## src/rtl/flash_loader.sv

```systemverilog
// flash_loader: streams NBYTES bytes out of a SPI flash using the dual-output
// fast-read command. It hands each assembled byte to a write consumer through
// a valid/ready handshake.
//
// Load sequence: 8 command bits, 24 address bits and 8 dummy clocks, then
// two data bits per SPI clock. Each SPI bit takes two system cycles: FCK is
// low in the first cycle and high in the second. When the consumer stalls,
// FCK is held low just before the clock that would complete the next byte,
// so no flash data is lost.
//
// Ports:
//   C25M     system clock; all state changes on its rising edge
//   nRES     asynchronous active-low reset
//   Start    one-cycle load request; accepted only in IDLE or DONE
//   ROMSel   flash image select; becomes flash address bits 14:13
//   nFCS     flash chip select, active-low
//   FCK      SPI clock
//   MOSIout  IO0 output value
//   MOSIOE   IO0 output enable
//   MOSIin   IO0 pin readback; dual-data bit 0
//   MISO     IO1; dual-data bit 1
//   WrData   assembled byte
//   WrAddr   byte offset of WrData within the load
//   WrValid  WrData/WrAddr valid
//   WrReady  consumer accepts the byte
//   Busy     load in progress
//   Done     sticky; set when the final byte has been accepted
module flash_loader #(
  parameter int          NBYTES = 8192,
  parameter logic [7:0]  CMD    = 8'h3B
) (
  input  logic        C25M,
  input  logic        nRES,
  input  logic        Start,
  input  logic [1:0]  ROMSel,
  output logic        nFCS,
  output logic        FCK,
  output logic        MOSIout,
  output logic        MOSIOE,
  input  logic        MOSIin,
  input  logic        MISO,
  output logic [7:0]  WrData,
  output logic [12:0] WrAddr,
  output logic        WrValid,
  input  logic        WrReady,
  output logic        Busy,
  output logic        Done
);

  localparam logic [12:0] LAST_BYTE = 13'(NBYTES - 1);

  typedef enum logic [2:0] {
    sIdle  = 3'd0,
    sCmd   = 3'd1,
    sAddr  = 3'd2,
    sDummy = 3'd3,
    sData  = 3'd4,
    sFlush = 3'd5,
    sDone  = 3'd6
  } stateT;

  stateT       state_r;
  logic        ph_r;
  logic [4:0]  bitCnt_r;
  logic [12:0] byteCnt_r;
  logic [5:0]  shiftReg_r;
  logic [1:0]  romSel_r;
  logic        armed_r;
  logic        nFCS_r;
  logic        mosiOut_r;
  logic        mosiOE_r;
  logic [7:0]  wrData_r;
  logic [12:0] wrAddr_r;
  logic        wrValid_r;
  logic        busy_r;
  logic        done_r;

  stateT       nxtState_s;
  logic        nxtPh_s;
  logic [4:0]  nxtBitCnt_s;
  logic        startAcc_s;
  logic        shift_s;
  logic        loadByte_s;
  logic        nxtMosi_s;
  logic        nxtDrive_s;
  logic        nxtSpi_s;

  // Serial bit driven on IO0 for a given bit index of the command or address phase.
  function automatic logic txBit(input stateT st, input logic [4:0] idx,
                                 input logic [1:0] sel);
    logic [23:0] addrWord;
    addrWord = {9'b0, sel, 13'b0};
    case (st)
      sCmd:    txBit = CMD[3'd7 - idx[2:0]];
      sAddr:   txBit = addrWord[5'd23 - idx];
      default: txBit = 1'b0;
    endcase
  endfunction

  // Next-state, phase and bit-counter logic, plus the strobes for the data path.
  always_comb begin
    nxtState_s  = state_r;
    nxtPh_s     = 1'b0;
    nxtBitCnt_s = bitCnt_r;
    startAcc_s  = 1'b0;
    shift_s     = 1'b0;
    loadByte_s  = 1'b0;
    case (state_r)
      sIdle, sDone: begin
        // armed_r blocks a Start seen on the first edge after reset release.
        if (Start && armed_r) begin
          startAcc_s  = 1'b1;
          nxtState_s  = sCmd;
          nxtBitCnt_s = 5'd0;
        end else begin
          nxtState_s  = state_r;
        end
      end
      sCmd, sAddr, sDummy: begin
        nxtPh_s = ~ph_r;
        if (ph_r) begin
          if ((state_r == sCmd   && bitCnt_r == 5'd7)  ||
              (state_r == sAddr  && bitCnt_r == 5'd23) ||
              (state_r == sDummy && bitCnt_r == 5'd7)) begin
            nxtBitCnt_s = 5'd0;
            case (state_r)
              sCmd:    nxtState_s = sAddr;
              sAddr:   nxtState_s = sDummy;
              default: nxtState_s = sData;
            endcase
          end else begin
            nxtBitCnt_s = bitCnt_r + 5'd1;
          end
        end else begin
          nxtBitCnt_s = bitCnt_r;
        end
      end
      sData: begin
        if (!ph_r) begin
          // Hold FCK low ahead of the byte-completing clock while the previous
          // byte is still waiting for the consumer.
          if (bitCnt_r == 5'd3 && wrValid_r && !WrReady) begin
            nxtPh_s = 1'b0;
          end else begin
            nxtPh_s = 1'b1;
          end
        end else begin
          shift_s = 1'b1;
          nxtPh_s = 1'b0;
          if (bitCnt_r == 5'd3) begin
            loadByte_s  = 1'b1;
            nxtBitCnt_s = 5'd0;
            if (byteCnt_r == LAST_BYTE) begin
              nxtState_s = sFlush;
            end else begin
              nxtState_s = sData;
            end
          end else begin
            nxtBitCnt_s = bitCnt_r + 5'd1;
          end
        end
      end
      sFlush: begin
        if (wrValid_r && WrReady) begin
          nxtState_s = sDone;
        end else begin
          nxtState_s = sFlush;
        end
      end
      default: begin
        nxtState_s = sIdle;
      end
    endcase
  end

  // Next values of the registered pin outputs, decoded from the next state.
  always_comb begin
    nxtSpi_s   = (nxtState_s == sCmd) || (nxtState_s == sAddr) ||
                 (nxtState_s == sDummy) || (nxtState_s == sData);
    nxtDrive_s = (nxtState_s == sCmd) || (nxtState_s == sAddr);
    nxtMosi_s  = mosiOut_r;
    if (nxtDrive_s) begin
      // A new bit is presented only at the start of the FCK-low half.
      if (!nxtPh_s) begin
        nxtMosi_s = txBit(nxtState_s, nxtBitCnt_s,
                          startAcc_s ? ROMSel : romSel_r);
      end else begin
        nxtMosi_s = mosiOut_r;
      end
    end else begin
      nxtMosi_s = 1'b0;
    end
  end

  // State, counters, shift register and registered outputs.
  always_ff @(posedge C25M or negedge nRES) begin
    if (!nRES) begin
      state_r    <= sIdle;
      ph_r       <= 1'b0;
      bitCnt_r   <= 5'd0;
      byteCnt_r  <= 13'd0;
      shiftReg_r <= 6'd0;
      romSel_r   <= 2'd0;
      armed_r    <= 1'b0;
      nFCS_r     <= 1'b1;
      mosiOut_r  <= 1'b0;
      mosiOE_r   <= 1'b0;
      wrData_r   <= 8'd0;
      wrAddr_r   <= 13'd0;
      wrValid_r  <= 1'b0;
      busy_r     <= 1'b0;
      done_r     <= 1'b0;
    end else begin
      armed_r   <= 1'b1;
      state_r   <= nxtState_s;
      ph_r      <= nxtPh_s;
      bitCnt_r  <= nxtBitCnt_s;
      nFCS_r    <= ~nxtSpi_s;
      mosiOut_r <= nxtMosi_s;
      mosiOE_r  <= nxtDrive_s;
      busy_r    <= (nxtState_s != sIdle) && (nxtState_s != sDone);
      done_r    <= (nxtState_s == sDone);
      if (startAcc_s) begin
        romSel_r  <= ROMSel;
        byteCnt_r <= 13'd0;
      end
      if (shift_s) begin
        shiftReg_r <= {shiftReg_r[3:0], MISO, MOSIin};
      end
      if (loadByte_s) begin
        wrData_r  <= {shiftReg_r, MISO, MOSIin};
        wrAddr_r  <= byteCnt_r;
        wrValid_r <= 1'b1;
        // The counter stops at the last offset instead of wrapping.
        if (byteCnt_r != LAST_BYTE) begin
          byteCnt_r <= byteCnt_r + 13'd1;
        end
      end else if (WrReady) begin
        wrValid_r <= 1'b0;
      end
    end
  end

  assign nFCS    = nFCS_r;
  assign FCK     = ph_r;
  assign MOSIout = mosiOut_r;
  assign MOSIOE  = mosiOE_r;
  assign WrData  = wrData_r;
  assign WrAddr  = wrAddr_r;
  assign WrValid = wrValid_r;
  assign Busy    = busy_r;
  assign Done    = done_r;

endmodule

```

## config.mk

```make
export PLATFORM = sky130hd
export DESIGN_NAME = flash_loader
export DESIGN_NICKNAME = d
export VERILOG_FILES = /design/src/rtl/flash_loader.sv
export SDC_FILE = /design/constraint.sdc
export NUM_CORES = 1
export LEC_CHECK = 0
export ABC_AREA = 1
export CAP_MARGIN = 0
export CORE_ASPECT_RATIO = 0.5
export CORE_MARGIN = 1.5
export CORE_UTILIZATION = 50
export DETAILED_ROUTE_END_ITERATION = 12
export HOLD_SLACK_MARGIN = 0.03
export PLACE_DENSITY_LB_ADDON = 0.15
export SLEW_MARGIN = 20
export SYNTH_ARGS = -nofsm -noshare
export SYNTH_HDL_FRONTEND = slang
export SYNTH_SLANG_ARGS = --single-unit
export TNS_END_PERCENT = 100
```

## constraint.sdc

```tcl
create_clock -name C25M -period 3.5 [get_ports C25M]
set_input_delay 0.7 -clock C25M [delete_from_list [all_inputs] [get_ports C25M]]
set_output_delay 0.7 -clock C25M [all_outputs]
set_load 0.05 [all_outputs]
```

==> tab_implementation.tex, run 1 <==
\begin{tabular}{lr}
\hline
Metric & Value \\
\hline
\multicolumn{2}{l}{\textbf{Status}} \\
Status & completed \\
\multicolumn{2}{l}{\textbf{Worst setup path}} \\
Sequence of cells on the critical path & clkdlybuf4s50\_1 \\
Element type at the critical path start & register \\
R2R Path Start & bitCnt\_r[1] \\
Buffers \& Inverters on Critical Path & 1 \\
Worst Setup Path Type & register to output pin \\
Cell with the largest stage delay on the worst path & sky130\_fd\_sc\_hd\_\_clkdlybuf4s50\_1 \\
Delay of the slowest critical-path stage & slightly below 0.9 ns \\
Top cell family by delay on the critical path & buffers and inverters \\
Crit end category & output pin \\
Arrival @ worst endpoint & 1.78 ns \\
Critical path launch point & FCK \\
Required time of the critical path & 2.80 ns \\
Highest net fanout along the worst path & 12 \\
\multicolumn{2}{l}{\textbf{Die}} \\
Horizontal die dimension & between 100 and 150 µm \\
Number of top-level design ports & 36 \\
Core ar. & about 0.0056 mm² \\
DIE HEIGHT & 57.0 µm \\
Row Count & 19 \\
Area enclosed by the die boundary & 0.00633 mm² \\
Starting Density & 52.4\% \\
\multicolumn{2}{l}{\textbf{Global routing}} \\
Maximum number of pins on one net before global-route repair & 42 \\
Global-route congestion overflow total & 0 \\
Global-route wire length before repair & 10300 µm \\
Total track usage & 20.8\% \\
Number of antenna violations at the first check in global routing & 0 \\
Number of global-route vias before repair & 2261 \\
\multicolumn{2}{l}{\textbf{Yosys}} \\
Area share of the largest cell type after synthesis & 48.9\% \\
Most used DFF post-synth & sky130\_fd\_sc\_hd\_\_dfrtp\_1 \\
Synthesized area per cell & approximately 8.3 µm² \\
Total of flip-flops plus latches after synthesis & 58 \\
Share of synthesized area occupied by flip-flops and latches & between 40\% and 50\% \\
Biggest area consumer among synthesized cells & sky130\_fd\_sc\_hd\_\_dfrtp\_1 \\
Post-Syn Instances & 353 \\
Synthesis warning total & 0 \\
Syn nets & 363 \\
Ranking of synthesized cells by area & sky130\_fd\_sc\_hd\_\_dfrtp\_1, sky130\_fd\_sc\_hd\_\_nand2\_1, sky130\_fd\_sc\_hd\_\_inv\_1 \\
Ranking of synthesized cells by instance count & sky130\_fd\_sc\_hd\_\_nand2\_1, sky130\_fd\_sc\_hd\_\_dfrtp\_1, sky130\_fd\_sc\_hd\_\_inv\_1 \\
Post-synth EDFFs & 0 \\
Synthesized cell area & $\sim$0.003 mm² \\
Post-synth cell types & 38 \\
Share of flip-flops with an asynchronous set or reset & 100\% \\
Most frequent cell after synthesis & sky130\_fd\_sc\_hd\_\_nand2\_1 \\
\multicolumn{2}{l}{\textbf{Pwr}} \\
Pwr/cell area & 466 mW/mm² \\
Design Power & approximately 1.7 mW \\
Leakage power & 1.90 nW \\
Worst-case vdd ir drop & 0.324 mV \\
\multicolumn{2}{l}{\textbf{CTS}} \\
Post-CTS Repair Setup Buffers & 0 \\
TritonCTS sink count & 58 \\
TritonCTS clock tree & yes \\
Count of cells resized by post-cts repair & 0 \\
Hold-fix buffers, CTS & 0 \\
Clock insertion delay at the later pin of the skew report & 0.32 ns \\
H-Tree Depth & 3 \\
Number of buffers created by CTS & 9 \\
CTS clk-pin slew, worst paths & 0.05 ns \\
CTS max path bufs & 2 \\
Root Buffer Master & sky130\_fd\_sc\_hd\_\_clkbuf\_16 \\
\multicolumn{2}{l}{\textbf{Detailed routing}} \\
Detailed Routing Iterations Pass 1 & 5 \\
Number of DRC violations after detailed routing & 0 \\
Post-detailed-route count of antenna-violating nets & 0 \\
Total Wirelength & 5950 µm \\
Total via count after detailed routing & 2370 \\
Routed wire length per instance & approximately 13 µm \\
Routed via count divided by cell count & between 5 and 6 \\
DR iter-0 viols & roughly 130 \\
\multicolumn{2}{l}{\textbf{Layout}} \\
Final Net Count & 405 \\
Total inserted antenna cells & 0 \\
Layout cell share with drive strength beyond 1 & between 10\% and 20\% \\
Relative area change from synthesis to final layout & 24.5\% \\
Area of combinational cells with multiple inputs & between 0.001 and 0.0015 mm² \\
Combined flip-flop and latch cell area & 0.00145 mm² \\
Layout fillers & 477 \\
\multicolumn{2}{l}{\textbf{Timing}} \\
Portion of the clock cycle consumed by the worst path in the final layout & just over 70\% \\
Maximum clock skew at final layout & 0.00572 ns \\
Slew HR & 65.4\% \\
Setup Viol. Count Final & 0 \\
Setup repair after global routing missed its margin & no \\
Max Fclk & just over 0.4 GHz \\
Fin. max-slew vios & 0 \\
Period minus WS final & $\sim$2.5 ns \\
Final number of hold-violating endpoints & 0 \\
Transition time of the tightest slew-check pin & about 0.52 ns \\
Total negative setup slack & 0 ns \\
\multicolumn{2}{l}{\textbf{Flow run}} \\
Number of max-cap violations & 0 \\
\multicolumn{2}{l}{\textbf{Min path}} \\
Class of the most critical hold timing path & input port to asynchronous set/reset pin \\
\multicolumn{2}{l}{\textbf{Place}} \\
HPWL after detailed placement & around 4300 µm \\
Placer Congestion & 0.897 \\
Port Buf Inserts & 35 \\
\hline
\end{tabular}
sequential cells by signal, indices dropped and copies added (netlist names):
register	flops
shiftReg_r	6
WrData	8
byteCnt_r	13
bitCnt_r	5
MOSIOE	1
MOSIout	1
Busy	1
FCK	1
WrValid	1
armed_r	1
WrAddr	13
nFCS	1
romSel_r	2
state_r	3
Done	1
final cells by class:
cell class | instances | area share, %
clock buffers | 9 | 6.20
clock inverters | 7 | 1.93
inverters | 63 | 6.65
multi-input cells | 225 | 32.6
flip-flops and latches | 58 | 40.0
well taps | 73 | 2.52
repair buffers | 38 | 10.1
per-layer routing:
metal | vias up | track usage [%] | routed length, µm
met2 | 47 | 33.1 | 2720
met1 | 1120 | 28.0 | 2960
li1 | 1199 | - | -
met3 | 4 | 6.59 | 231
met4 | 0 | 6.33 | 41
met5 | - | 0 | 0
placed cells by master, fill, tap and decap left out, types with 2 or more instances in the layout:
cell	Yosys	layout
sky130_fd_sc_hd__nand3_2	4	4
sky130_fd_sc_hd__clkinv_2	0	2
sky130_fd_sc_hd__clkinvlp_4	0	4
sky130_fd_sc_hd__a221oi_1	3	3
sky130_fd_sc_hd__inv_2	10	10
sky130_fd_sc_hd__buf_4	1	3
sky130_fd_sc_hd__nand3_1	20	20
sky130_fd_sc_hd__nor2_2	2	2
sky130_fd_sc_hd__nor3_1	2	2
sky130_fd_sc_hd__nand2_1	95	95
sky130_fd_sc_hd__o21ai_1	2	2
sky130_fd_sc_hd__mux2i_1	9	9
sky130_fd_sc_hd__nand4_1	3	3
sky130_fd_sc_hd__clkbuf_16	0	9
sky130_fd_sc_hd__ha_1	2	2
sky130_fd_sc_hd__nand2_2	11	11
sky130_fd_sc_hd__nor2_4	4	4
sky130_fd_sc_hd__o21ai_2	2	2
sky130_fd_sc_hd__inv_1	51	51
sky130_fd_sc_hd__dfrtp_1	57	57
sky130_fd_sc_hd__mux2_2	2	2
sky130_fd_sc_hd__clkdlybuf4s50_1	0	34
sky130_fd_sc_hd__nor2_1	23	23
sky130_fd_sc_hd__o21ai_0	19	19
sky130_fd_sc_hd__a21oi_1	11	11
path summary, 6_finish.rpt:
| check | slack, ns | end | cells after the start |
|---|---|---|---|
| max in group asynchronous | 2.33 | nFCS | 2 |
| max reg2reg | 1.44 | byteCnt_r[9] | 11 |
| min in group C25M | 0.47 | WrAddr[7] | 2 |
| max | 1.02 | FCK | 1 |
| min | 0.30 | shiftReg_r[0] | 1 |
| min reg2reg | 0.47 | WrAddr[7] | 2 |
power breakdown:
| part | internal [mW] | switching [mW] | leakage [nW] |
|---|---|---|---|
| Combinational | 0.0449 | 0.0942 | 0.975 |
| Sequential | 0.690 | 0.0164 | 0.792 |
| Clock | 0.546 | 0.299 | 0.133 |
| Total | 1.28 | 0.409 | 1.90 |
metrics by stage:
| stage | instances | area [µm²] | utilization [%] | hold WS (ns) | setup WS, ns |
|---|---|---|---|---|---|
| after floorplan | 353 | 2920 | - | 0.404 | 1.65 |
| after global placement | 457 | 3340 | 60.0 | 0.463 | 1.06 |
| after detailed placement | 457 | 3340 | 60.0 | 0.465 | 1.02 |
| after CTS | 473 | 3630 | 65.3 | 0.299 | 0.995 |
| after global routing | 473 | 3630 | 65.3 | 0.325 | 0.949 |
| final | 473 | 3630 | 65.3 | 0.297 | 1.02 |
kinds of logic after synthesis:
logic type	after synthesis	synth area share (%)
AO/OA/AOI/OAI	42	8.75
XOR/XNOR	2	0.601
adder cells (fa/ha/maj)	2	0.858
buffers and inverters	70	9.65
flip-flops	58	49.8
multiplexers	11	3.86
other	1	0.129
AND/OR/NAND/NOR	167	26.3
Note: power is estimated with default switching activity, not from simulation.
==> inputs of run 2 (changes only) <==
==> constraint.sdc (replaced) <==
create_clock -name C25M -period 2.5 [get_ports C25M]
set_input_delay 0.5 -clock C25M [delete_from_list [all_inputs] [get_ports C25M]]
set_output_delay 0.5 -clock C25M [all_outputs]
set_load 0.05 [all_outputs]
==> run 2 against run 1 <==
Effect of this change:
- sequential cell count unchanged
- largest cell class unchanged
- power up 46%
- global-route usage up 0.74 points
- hold slack worse by 0.20 ns
- core utilization up 0.47 points
- clock power up 51%
- first-iteration DRC count up 5.2%
- highest routed layer unchanged
- critical path depth unchanged
- worst setup slack worse by 0.82 ns
- clock skew down 0.0016 ns
- sequential power up 40%
- sequential share of layout area down 0.29 points
- largest power group unchanged
==> tab_implementation.tex, run 2 (synthesis results as in run 1) <==
\begin{tabular}{lr}
\hline
Metric & Value \\
\hline
\multicolumn{2}{l}{\textbf{Worst setup path}} \\
Cell with the largest stage delay on the worst path & sky130\_fd\_sc\_hd\_\_clkdlybuf4s50\_1 \\
Required time of the critical path & 2.00 ns (-0.80 ns) \\
Highest net fanout along the worst path & 12 (unchanged) \\
Crit end category & output pin \\
Worst Setup Path Type & register to output pin \\
Arrival @ worst endpoint & 1.81 ns (+0.03 ns) \\
Delay of the slowest critical-path stage & 0.88 ns (about the same) \\
Critical path launch point & FCK \\
R2R Path Start & bitCnt\_r[0] \\
Buffers \& Inverters on Critical Path & 1 (unchanged) \\
Top cell family by delay on the critical path & buffers and inverters \\
Sequence of cells on the critical path & clkdlybuf4s50\_1 \\
Element type at the critical path start & register \\
\multicolumn{2}{l}{\textbf{Global routing}} \\
Total track usage & 21.5\% (+0.74 points) \\
Maximum number of pins on one net before global-route repair & 43 (+2.4\%) \\
Number of global-route vias before repair & 2302 (+1.8\%) \\
Global-route congestion overflow total & 0 (unchanged) \\
Number of antenna violations at the first check in global routing & 0 (unchanged) \\
Global-route wire length before repair & 10700 µm (+4.2\%) \\
\multicolumn{2}{l}{\textbf{Timing}} \\
Hold Worst Slack & 0.0957 ns (-0.201 ns) \\
Setup repair after global routing missed its margin & no \\
Max Fclk & about 0.43 GHz \\
Transition time of the tightest slew-check pin & 0.502 ns (-0.0158 ns) \\
Slew HR & 66.5\% (+1.1 points) \\
Portion of the clock cycle consumed by the worst path in the final layout & 92.3\% \\
Final WS setup & 0.193 ns (-0.822 ns) \\
Total negative setup slack & 0 ns (unchanged) \\
Fin. max-slew vios & 0 (unchanged) \\
Maximum clock skew at final layout & 0.00410 ns (-0.00162 ns) \\
Period minus WS final & 2.31 ns \\
Setup Viol. Count Final & 0 (unchanged) \\
Final number of hold-violating endpoints & 0 (unchanged) \\
\multicolumn{2}{l}{\textbf{Detailed routing}} \\
Number of DRC violations after detailed routing & 0 (unchanged) \\
Routed via count divided by cell count & 5.02 (+0.25\%) \\
Detailed Routing Iterations Pass 1 & 4 (-1) \\
Post-detailed-route count of antenna-violating nets & 0 (unchanged) \\
Total Wirelength & 6110 µm (+2.7\%) \\
Routed wire length per instance & 12.9 µm (+2.9\%) \\
DR iter-0 viols & 141 (+5.2\%) \\
Total via count after detailed routing & 2371 (+0.042\%) \\
\multicolumn{2}{l}{\textbf{CTS}} \\
TritonCTS sink count & 58 (unchanged) \\
Count of cells resized by post-cts repair & 0 (unchanged) \\
Root Buffer Master & sky130\_fd\_sc\_hd\_\_clkbuf\_16 \\
Post-CTS Repair Setup Buffers & 0 (unchanged) \\
H-Tree Depth & 3 (unchanged) \\
Clock insertion delay at the later pin of the skew report & 0.32 ns (about the same) \\
CTS clk-pin slew, worst paths & 0.05 ns (about the same) \\
Number of buffers created by CTS & 9 (unchanged) \\
TritonCTS clock tree & yes \\
Hold-fix buffers, CTS & 0 (unchanged) \\
CTS max path bufs & 2 (unchanged) \\
\multicolumn{2}{l}{\textbf{Layout}} \\
Layout cell share with drive strength beyond 1 & 15.0\% (-0.46 points) \\
Final Net Count & 405 (unchanged) \\
Most common cell after layout, fill and taps aside & sky130\_fd\_sc\_hd\_\_nand2\_1 \\
Relative area change from synthesis to final layout & 25.4\% \\
Total inserted antenna cells & 0 (unchanged) \\
Highest-count cells in the layout ignoring fill and taps & sky130\_fd\_sc\_hd\_\_nand2\_1, sky130\_fd\_sc\_hd\_\_dfrtp\_1, sky130\_fd\_sc\_hd\_\_inv\_1, sky130\_fd\_sc\_hd\_\_clkdlybuf4s50\_1, sky130\_fd\_sc\_hd\_\_nor2\_1 \\
\multicolumn{2}{l}{\textbf{Place}} \\
HPWL after detailed placement & 4400 µm (+1.3\%) \\
Port Buf Inserts & 35 (unchanged) \\
Placer Congestion & 0.873 (-2.7\%) \\
Setup slack at placement & 0.188 ns (-0.830 ns) \\
\multicolumn{2}{l}{\textbf{Die}} \\
Horizontal die dimension & 111 µm (unchanged) \\
Starting Density & 52.4\% (unchanged) \\
Area enclosed by the die boundary & 0.00633 mm² (unchanged) \\
Row Count & 19 (unchanged) \\
Number of top-level design ports & 36 (unchanged) \\
DIE HEIGHT & 57.0 µm (unchanged) \\
Core ar. & 0.00556 mm² (unchanged) \\
\multicolumn{2}{l}{\textbf{Pwr}} \\
Design Power & 2.47 mW (+46\%) \\
Pwr/cell area & 674 mW/mm² (+45\%) \\
Worst-case vdd ir drop & 0.453 mV (+40\%) \\
Leakage power & 1.92 nW (+0.83\%) \\
\multicolumn{2}{l}{\textbf{Min path}} \\
Class of the most critical hold timing path & input port to asynchronous set/reset pin \\
\multicolumn{2}{l}{\textbf{Flow run}} \\
Number of max-cap violations & 0 (unchanged) \\
\multicolumn{2}{l}{\textbf{Status}} \\
Status & completed \\
\hline
\end{tabular}
## run 2: changes by cell type in the layout (fill, tap and decap cells not counted)
cell and change:
sky130_fd_sc_hd__clkinvlp_4 -2, sky130_fd_sc_hd__buf_12 +1, sky130_fd_sc_hd__buf_4 -1, sky130_fd_sc_hd__bufinv_16 +1, sky130_fd_sc_hd__clkbuf_1 +1, sky130_fd_sc_hd__clkinv_2 -1
## run 2: metrics by stage
step                util [%]  cells  cell area, µm²
finish                  65.7    472            3660
CTS                     65.7    472            3660
global placement        60.2    457            3350
floorplan                  -    353            2920
detailed placement      60.2    457            3350
global route            65.7    472            3660
## run 2: final timing paths
path                           endpoint  slack [ns]  cells after the start
min reg2reg                   WrAddr[7]        0.48                      2
min                           WrData[6]         0.1                      1
max reg2reg                byteCnt_r[9]        0.45                     11
max in group asynchronous          nFCS        1.79                      2
max                                 FCK        0.19                      1
min in group C25M             WrAddr[7]        0.48                      2
## run 2: area by class of cell
cell class,count,area [µm²]
clock buffers,10,229
fillers,473,1910
inverters,63,241
multi-input cells,225,1180
well taps,73,91.3
repair buffers,38,380
clock inverters,5,80.1
flip-flops and latches,58,1450
## run 2: power by group
group / leakage, nW / switching [mW] / internal (mW)
logic: 0.980 / 0.133 / 0.0651
clock network: 0.145 / 0.415 / 0.864
registers: 0.792 / 0.0235 / 0.966
## run 2: routing by layer
metal  track usage, %  share of wire [%]  vias up
met1             29.4                 50     1112
met3             6.27                4.2       12
met2             33.4                 44       50
li1                 -                  -     1197
met4             8.14                1.6        0
met5                0                  0        -
==> inputs of run 3 (changes only) <==
--- a/config.mk
+++ b/config.mk
@@ -11,6 +11,7 @@
 export CORE_MARGIN = 1.5
 export CORE_UTILIZATION = 50
 export DETAILED_ROUTE_END_ITERATION = 12
+export GPL_ROUTABILITY_DRIVEN = 0
 export HOLD_SLACK_MARGIN = 0.03
 export PLACE_DENSITY_LB_ADDON = 0.15
 export SLEW_MARGIN = 20
==> run 3 against run 2 <==
Effect of this change:
- wire length fell by 1.0%
- first-iteration DRC count rose by 2.1%
- combinational power barely moved
- design area did not move
- critical path depth did not move
- via count rose by 1.3%
- core utilization did not move
- clock skew barely moved
- sequential power barely moved
- hold slack barely moved
==> tab_implementation.tex, run 3 (synthesis results as in run 1) <==
\begin{tabular}{lr}
\hline
Metric & Value \\
\hline
\multicolumn{2}{l}{\textbf{CTS}} \\
H-Tree Depth & 3 (unchanged) \\
Count of cells resized by post-cts repair & 0 (unchanged) \\
Hold-fix buffers, CTS & 0 (unchanged) \\
CTS max path bufs & 2 (unchanged) \\
Post-CTS Repair Setup Buffers & 0 (unchanged) \\
Clock insertion delay at the later pin of the skew report & 0.32 ns (about the same) \\
TritonCTS clock tree & yes \\
Number of buffers created by CTS & 9 (unchanged) \\
Root Buffer Master & sky130\_fd\_sc\_hd\_\_clkbuf\_16 \\
CTS clk-pin slew, worst paths & 0.05 ns (about the same) \\
TritonCTS sink count & 58 (unchanged) \\
\multicolumn{2}{l}{\textbf{Place}} \\
HPWL after detailed placement & 4350 µm (-1.3\%) \\
Port Buf Inserts & 35 (unchanged) \\
Cell Area, Placed & 0.00335 mm² (unchanged) \\
\multicolumn{2}{l}{\textbf{Detailed routing}} \\
Total via count after detailed routing & 2401 (+1.3\%) \\
DR iter-0 viols & 144 (+2.1\%) \\
Number of DRC violations after detailed routing & 0 (unchanged) \\
Total Wirelength & 6050 µm (-1.0\%) \\
Routed via count divided by cell count & 5.09 (+1.3\%) \\
Detailed Routing Iterations Pass 1 & 4 (unchanged) \\
Routed wire length per instance & 12.8 µm (-1.0\%) \\
Post-detailed-route count of antenna-violating nets & 0 (unchanged) \\
\multicolumn{2}{l}{\textbf{Layout}} \\
Layout fillers & 456 (-3.6\%) \\
Total inserted antenna cells & 0 (unchanged) \\
Combined flip-flop and latch cell area & 0.00145 mm² (unchanged) \\
Final Net Count & 405 (unchanged) \\
Area of combinational cells with multiple inputs & 0.00118 mm² (unchanged) \\
Design area & 0.00366 mm² (unchanged) \\
Relative area change from synthesis to final layout & 25.4\% (unchanged) \\
Layout cell share with drive strength beyond 1 & 15.0\% (unchanged) \\
Util after Layout & 65.7\% (unchanged) \\
Highest-count cells in the layout ignoring fill and taps & sky130\_fd\_sc\_hd\_\_nand2\_1, sky130\_fd\_sc\_hd\_\_dfrtp\_1, sky130\_fd\_sc\_hd\_\_inv\_1, sky130\_fd\_sc\_hd\_\_clkdlybuf4s50\_1, sky130\_fd\_sc\_hd\_\_nor2\_1 \\
Most common cell after layout, fill and taps aside & sky130\_fd\_sc\_hd\_\_nand2\_1 \\
\multicolumn{2}{l}{\textbf{Worst setup path}} \\
Cell with the largest stage delay on the worst path & sky130\_fd\_sc\_hd\_\_clkdlybuf4s50\_1 \\
Highest net fanout along the worst path & 12 (unchanged) \\
Sequence of cells on the critical path & clkdlybuf4s50\_1 \\
Required time of the critical path & 2.00 ns (about the same) \\
Arrival @ worst endpoint & 1.81 ns (about the same) \\
Buffers \& Inverters on Critical Path & 1 (unchanged) \\
Crit end category & output pin \\
Worst Setup Path Type & register to output pin \\
Top cell family by delay on the critical path & buffers and inverters \\
Element type at the critical path start & register \\
Delay of the slowest critical-path stage & 0.88 ns (about the same) \\
\multicolumn{2}{l}{\textbf{Timing}} \\
Max Fclk & 0.433 GHz (about the same) \\
Final number of hold-violating endpoints & 0 (unchanged) \\
Fin. max-slew vios & 0 (unchanged) \\
Portion of the clock cycle consumed by the worst path in the final layout & 92.3\% (about the same) \\
Period minus WS final & 2.31 ns (+0.00108 ns) \\
Slew HR & 65.9\% (-0.50 points) \\
Total negative setup slack & 0 ns (unchanged) \\
Setup repair after global routing missed its margin & no \\
Maximum clock skew at final layout & 0.00444 ns (+0.000337 ns) \\
Setup Viol. Count Final & 0 (unchanged) \\
Hold Worst Slack & 0.0956 ns (-0.000104 ns) \\
Transition time of the tightest slew-check pin & 0.509 ns (+0.00754 ns) \\
\multicolumn{2}{l}{\textbf{Global routing}} \\
Number of antenna violations at the first check in global routing & 0 (unchanged) \\
Global-route congestion overflow total & 0 (unchanged) \\
Global-route wire length before repair & 10700 µm (about the same) \\
Total track usage & 21.6\% (+0.066 points) \\
Maximum number of pins on one net before global-route repair & 43 (unchanged) \\
Number of global-route vias before repair & 2337 (+1.5\%) \\
\multicolumn{2}{l}{\textbf{Pwr}} \\
Fraction of power consumed by sequential logic & 40.2\% (about the same) \\
Pwr/cell area & 672 mW/mm² (-0.25\%) \\
Reported net switching power & 565 µW (-1.0\%) \\
Internal power & 1.89 mW (about the same) \\
Worst-case vdd ir drop & 0.480 mV (+6.0\%) \\
Leakage power & 1.92 nW (unchanged) \\
Switching Fraction & 23.0\% (-0.18 points) \\
Combinational group share of total power & 8.0\% (about the same) \\
Clk network pwr share & 51.8\% (about the same) \\
\multicolumn{2}{l}{\textbf{Die}} \\
Row Count & 19 (unchanged) \\
DIE HEIGHT & 57.0 µm (unchanged) \\
Core ar. & 0.00556 mm² (unchanged) \\
Area enclosed by the die boundary & 0.00633 mm² (unchanged) \\
Horizontal die dimension & 111 µm (unchanged) \\
Starting Density & 52.4\% (unchanged) \\
Number of top-level design ports & 36 (unchanged) \\
\multicolumn{2}{l}{\textbf{Flow run}} \\
Number of max-cap violations & 0 (unchanged) \\
\multicolumn{2}{l}{\textbf{Status}} \\
Status & completed \\
\multicolumn{2}{l}{\textbf{Min path}} \\
Class of the most critical hold timing path & input port to asynchronous set/reset pin \\
\hline
\end{tabular}
[run 3: cell counts in the layout (fill, tap and decap cells not counted)]
Identical to the previous run, type by type.
[run 3: routing by layer]
layer	global-route usage, %	share of wire, %
met5	0	0
met4	5.24	0.98
met3	8.08	5.2
met1	28.7	49
met2	34.4	45
[run 3: area by class of cell]
cell class	instances	share of cell area, %
clock buffer	10	6.26
clock inverter	5	2.19
inverter	63	6.60
multi-input combinational	225	32.3
sequential	58	39.7
tap	73	2.50
timing repair buffer	38	10.4
[run 3: worst paths after layout]
path | start | endpoint | slack [ns] | cells after the start
worst max-delay path | FCK | FCK | 0.19 | 1
worst min-delay path | nRES | WrData[6] | 0.1 | 1
worst max register to register | bitCnt_r[0] | byteCnt_r[10] | 0.48 | 12
worst min register to register | WrAddr[7] | WrAddr[7] | 0.47 | 2
max in group asynchronous | nRES | nFCS | 1.79 | 2
min in group C25M | WrAddr[7] | WrAddr[7] | 0.47 | 2
[run 3: per-stage QoR]
stage / worst slack, ns / power (mW) / std cells
5_1_grt: 0.143 / 2.56 / 472
3_3_place_gp: 0.265 / 1.20 / 457
2_1_floorplan: 0.647 / 1.13 / 353
4_1_cts: 0.201 / 2.48 / 472
3_5_place_dp: 0.198 / 1.20 / 457
6_report: 0.192 / 2.46 / 472
[run 3: power by group through the flow]
stage	clock [mW]	sequential [mW]	combinational, mW
floorplan	0	1.03	0.0977
global placement	0	1.00	0.194
detailed placement	0	1.00	0.197
CTS	1.30	0.988	0.198
global route	1.34	0.991	0.223
finish	1.27	0.988	0.197
